File: src/rtl/pll_reset_sequencer.sv
// Power-up and lock-loss reset sequencer for the iCE40 PLL, clocked by the 12 MHz reference.
// Optional lock watchdog (PLL retry on lock timeout) enabled by defining PLL_RST_WATCHDOG_EN.
module pll_reset_sequencer #(
   parameter int RESET_CYCLES  = 16,
   parameter int STABLE_CYCLES = 1024,
   parameter int LOCK_TIMEOUT  = 12000
) (
   input  logic       clock_in,
   input  logic       reset,
   input  logic       locked,
   output logic       pll_resetb,
   output logic       sys_reset,
   output logic       ready,
   output logic [7:0] lock_loss_count
);

   localparam int BASE_MAX = (RESET_CYCLES > STABLE_CYCLES) ? RESET_CYCLES : STABLE_CYCLES;
`ifdef PLL_RST_WATCHDOG_EN
   localparam int MAX_CYCLES = (BASE_MAX > LOCK_TIMEOUT) ? BASE_MAX : LOCK_TIMEOUT;
`else
   localparam int MAX_CYCLES = BASE_MAX;
`endif
   localparam int CW = $clog2(MAX_CYCLES) + 1;

   localparam logic [CW-1:0] RESET_LAST  = CW'(RESET_CYCLES - 1);
   localparam logic [CW-1:0] STABLE_LAST = CW'(STABLE_CYCLES - 1);
`ifdef PLL_RST_WATCHDOG_EN
   localparam logic [CW-1:0] TIMEOUT_LAST = CW'(LOCK_TIMEOUT - 1);
`endif

   // Every cycle count must be at least one for the terminal-count compares to be reachable.
   if (RESET_CYCLES < 1 || STABLE_CYCLES < 1 || LOCK_TIMEOUT < 1) begin : g_param_check
      $error("pll_reset_sequencer: cycle parameters must be >= 1");
   end

   typedef enum logic [1:0] {
      PLL_RESET,
      WAIT_LOCK,
      STABLE,
      RUN
   } state_t;

   state_t          state;
   state_t          state_next;
   logic [CW-1:0]   count;
   logic [CW-1:0]   count_next;
   logic            lock_meta;
   logic            lock_s;
   logic            pll_resetb_next;
   logic            sys_reset_next;
   logic            ready_next;
   logic [7:0]      lock_loss_next;

   always_ff @(posedge clock_in or posedge reset) begin
      if (reset) begin
         lock_meta <= 1'b0;
         lock_s    <= 1'b0;
      end else begin
         lock_meta <= locked;
         lock_s    <= lock_meta;
      end
   end

   // Outputs are registered alongside the state so they change on the same edge.
   always_ff @(posedge clock_in or posedge reset) begin
      if (reset) begin
         state           <= PLL_RESET;
         count           <= '0;
         pll_resetb      <= 1'b0;
         sys_reset       <= 1'b1;
         ready           <= 1'b0;
         lock_loss_count <= 8'd0;
      end else begin
         state           <= state_next;
         count           <= count_next;
         pll_resetb      <= pll_resetb_next;
         sys_reset       <= sys_reset_next;
         ready           <= ready_next;
         lock_loss_count <= lock_loss_next;
      end
   end

   always_comb begin
      state_next = state;
      count_next = count;
      case (state)
         PLL_RESET: begin
            if (count == RESET_LAST) begin
               state_next = WAIT_LOCK;
               count_next = '0;
            end else begin
               count_next = count + CW'(1);
            end
         end
         WAIT_LOCK: begin
            if (lock_s) begin
               state_next = STABLE;
               count_next = '0;
            end
`ifdef PLL_RST_WATCHDOG_EN
            else if (count == TIMEOUT_LAST) begin
               state_next = PLL_RESET;
               count_next = '0;
            end else begin
               count_next = count + CW'(1);
            end
`endif
         end
         STABLE: begin
            if (!lock_s) begin
               state_next = WAIT_LOCK;
               count_next = '0;
            end else if (count == STABLE_LAST) begin
               state_next = RUN;
               count_next = '0;
            end else begin
               count_next = count + CW'(1);
            end
         end
         RUN: begin
            if (!lock_s) begin
               state_next = WAIT_LOCK;
               count_next = '0;
            end
         end
         default: begin
            state_next = PLL_RESET;
            count_next = '0;
         end
      endcase
   end

   always_comb begin
      pll_resetb_next = (state_next != PLL_RESET);
      sys_reset_next  = (state_next != RUN);
      ready_next      = (state_next == RUN);
      lock_loss_next  = lock_loss_count;
      if (state == RUN && !lock_s && lock_loss_count != 8'hFF) begin
         lock_loss_next = lock_loss_count + 8'd1;
      end
   end

endmodule
File: config.mk
export PLATFORM = sky130hd
export DESIGN_NAME = pll_reset_sequencer
export DESIGN_NICKNAME = d
export VERILOG_FILES = /design/src/rtl/pll_reset_sequencer.sv
export SDC_FILE = /design/constraint.sdc
export NUM_CORES = 1
export LEC_CHECK = 0
export CELL_PAD_IN_SITES_DETAIL_PLACEMENT = 0
export CELL_PAD_IN_SITES_GLOBAL_PLACEMENT = 1
export CORE_UTILIZATION = 40
export DETAILED_ROUTE_END_ITERATION = 10
export PLACE_DENSITY_LB_ADDON = 0.1
export SLEW_MARGIN = 20
export SYNTH_ARGS = -nofsm -noshare
export SYNTH_HDL_FRONTEND = slang
export SYNTH_SLANG_ARGS = --single-unit
File: constraint.sdc
create_clock -name clock_in -period 1.8 [get_ports clock_in]
set_input_delay 0.36 -clock clock_in [delete_from_list [all_inputs] [get_ports clock_in]]
set_output_delay 0.36 -clock clock_in [all_outputs]
set_load 0.01 [all_outputs]
==> impl_metrics.tcl, run 1 <==
set metrics [dict create \
    seq_area_um2 652 \
    postCtsHoldBufs 0 \
    path_max_fanout 1 \
    syn_inst 131 \
    multi_input_area_um2 666 \
    synthDistinctLibCells 40 \
    synth_area_leaders "dfrtp_1 46%, xor2_1 4.5%, nand3_1 3.3%" \
    pin_count 14 \
    clockBufferDepth 2 \
    synthFlopType "dfrtp_1" \
    gr-total-overflow 0 \
    worst_slew_margin_rel_pct 74.0 \
    pwr-share-clk_pct 14.9 \
    synth_common_cells "25 x dfrtp_1, 11 x nand2_1, 9 x nand3_1, 8 x nor2_1" \
    antenna_found_initial 0 \
    power.leakage_nw 0.747 \
    setup_viol 0 \
    fin_crit_ns 1.73 \
    path_buf_inv 1 \
    required_ns 1.44 \
    start_util_pct 43.2 \
    via_per_inst 5.33 \
    fp.dieW_um 60.1 \
    row_count 20 \
    place_ws_ns 0.0947 \
    yosysSeqAreaShare_pct 48.2 \
    synth_area_leader_cell "dfrtp_1" \
    worst_setup_path_end_kind "primary output" \
    cts_max_level 1 \
    path_depth 1 \
    tightest_slew_ns 0.388 \
    fp.dieH_um 60.1 \
    start_kind "register" \
    max_stage_delay_ns 0.53 \
    instances_no_fill 201 \
    reg2reg_setup_slack_ns 0.11 \
    clkLatencyLatePin_ns 0.33 \
    rr_startpoint "count[0]" \
    outcome "complete, no violations" \
    synth_most_common_cell "dfrtp_1" \
    worstSetupPathType "reg -> out" \
    drc 0 \
    gp_congestion 0.836 \
    grt_pass1_vias 952 \
    gr-usage-all-layers_pct 16.7 \
    async_reset_ff_share_pct 100 \
    cts_tree "built" \
    hold_class "in -> async" \
    dpl.hpwl_mm 2.01 \
    areaGrowthSynthToFinish_pct 22.3 \
    nets 163 \
    grt_pass1_wl_mm 4.45 \
    synth_fp_nets 136 \
    vias 1072 \
    pwr-share-seq_pct 47.4 \
    startpoint "sys_reset" \
    worst_clock_skew_ns 0.0138 \
    critical_path.top_delay_family "flip-flops" \
    synth_seq_cells 26 \
    cts_root_buf "clkbuf_4" \
    intPower_mw 1.10 \
    clk_pin_slew_worst_paths_ns 0.14 \
    ir_drop_mv 0.425 \
    p_comb_share_pct 37.7 \
    firstDrtPassIters 4 \
    r2r.worst_path.cells 6 \
    fin_crit_sh_pct 95.9 \
    synth_top_area_share_pct 46.3 \
    die-area_mm2 0.00361 \
    antenna_cells 0 \
    hold_slack_ns 0.380 \
    worst_path_max_delay_cell "dfstp_2" \
    path_cells "clkdlybuf4s50_1" \
    io_buffers 13 \
    drv_cap 0 \
    drtAntennaViolNets 0 \
    power.density_mw_per_mm2 1040 \
    finalPower_mw 1.73 \
    synth-edff-count 0 \
    cp_data_arrival_time_ns 1.37 \
    endpoint "sys_reset" \
    clock_sinks 26 \
    wirelength_mm 2.69 \
    p_sw_share_pct 36.4 \
    finalWorstSetupSlack_ns 0.0734 \
    synth_warnings 0 \
    num-fill-cells 283 \
    drt_iter0_markers 32 \
    clock.fmax_ghz 0.579 \
    synthesis.area_mm2 0.00135 \
    dp.cells 196 \
    grt_max_degree 27 \
    cts_buffers 3 \
    rr_endpoint "count[10]" \
    core_area_mm2 0.00313 \
    avgSynthCellArea_um2 10.3 \
    p_sw_mw 0.628 \
    final_layout_size_suffix_gt1_share_pct 15.9 \
    wl_per_cell_um 13.4 \
    finalHoldViolations 0 \
    slew_violations 0 \
]
## per-stage QoR
step | area, µm² | TNS, ns | utilization [%]
2_1_floorplan | 1350 | 0 | -
3_3_place_gp | 1610 | 0 | 51.5
5_1_grt | 1650 | -0.00626 | 52.8
3_5_place_dp | 1610 | 0 | 51.5
6_report | 1650 | 0 | 52.8
4_1_cts | 1640 | 0 | 52.3
## state kept, by name (all words and copies together) (netlist names)
signal / flops
sys_reset: 1
pll_resetb: 1
lock_loss_count: 8
ready: 1
count: 11
lock_meta: 1
lock_s: 1
state: 2
## worst min-delay path: stages
cell             delay (ns)
clkdlybuf4s50_1        0.40
inv_1                  0.05
buf_4                  0.31
## how the worst min path moves through the flow
| stage | start | to | slack, ns |
|---|---|---|---|
| after detailed placement | lock_meta | lock_s | 0.34 |
| after global placement | lock_meta | lock_s | 0.34 |
| after CTS | lock_meta | lock_s | 0.38 |
| after global routing | lock_meta | lock_s | 0.39 |
| final | reset | count[10] | 0.38 |
| after floorplan | lock_meta | lock_s | 0.33 |
## layer usage
layer / vias to the layer above / track usage [%] / part of all wire (%)
li1: 527 / - / -
met1: 518 / 24.0 / 51
met2: 23 / 25.3 / 44
met3: 4 / 2.60 / 4.4
met4: 0 / 5.98 / 1.2
met5: - / 0 / 0
## power groups by stage
stage	clock network [mW]	logic, mW	registers [mW]
after detailed placement	0	0.642	0.832
after global routing	0.291	0.714	0.837
after floorplan	0	0.369	0.822
final	0.257	0.651	0.818
after global placement	0	0.636	0.827
after CTS	0.263	0.644	0.820
## logic make-up (layout without fill, tap and decap cells)
group / count (synthesis) / in the layout / synth area share (%)
multiplexers: 4 / 4 / 3.06
flip-flops: 26 / 26 / 48.2
XOR/XNOR: 10 / 10 / 6.48
AND/OR/NAND/NOR: 53 / 53 / 21.4
buffers and inverters: 10 / 36 / 3.15
AO/OA/AOI/OAI: 26 / 26 / 15.8
adder cells (fa/ha/maj): 2 / 2 / 1.85
## layout make-up
type,count,area share [%]
tap,44,3.33
clock buffer,4,1.59
inverter,5,1.14
timing repair buffer,27,14.2
sequential,26,39.4
multi-input combinational,95,40.3
## what timing repair did
action	4_1_cts	5_1_grt
gates resized for setup	0	1
endpoints found under the setup margin	0	2
buffers inserted	0	1
## cells in the final DEF, fill, tap and decap left out, types with 3 or more instances in the layout
cell,instances
and3_1,5
nand2_1,11
xor2_1,7
a21oi_1,3
buf_4,14
nor2b_1,4
nor2_1,8
nand3_1,9
nand4_1,4
dfrtp_1,25
inv_1,5
a31oi_1,3
nor3_1,4
mux2i_1,3
o21ai_0,7
clkdlybuf4s50_1,13
clkbuf_4,3
xnor2_1,3
No activity file was read; power rests on OpenSTA's default activity.
==> run 2: changes to the inputs <==
Settings changed: SKIP_CTS_REPAIR_TIMING from default to 1.
==> results of run 2 <==
Final layout, timing and power as in run 1 (identical DEF).
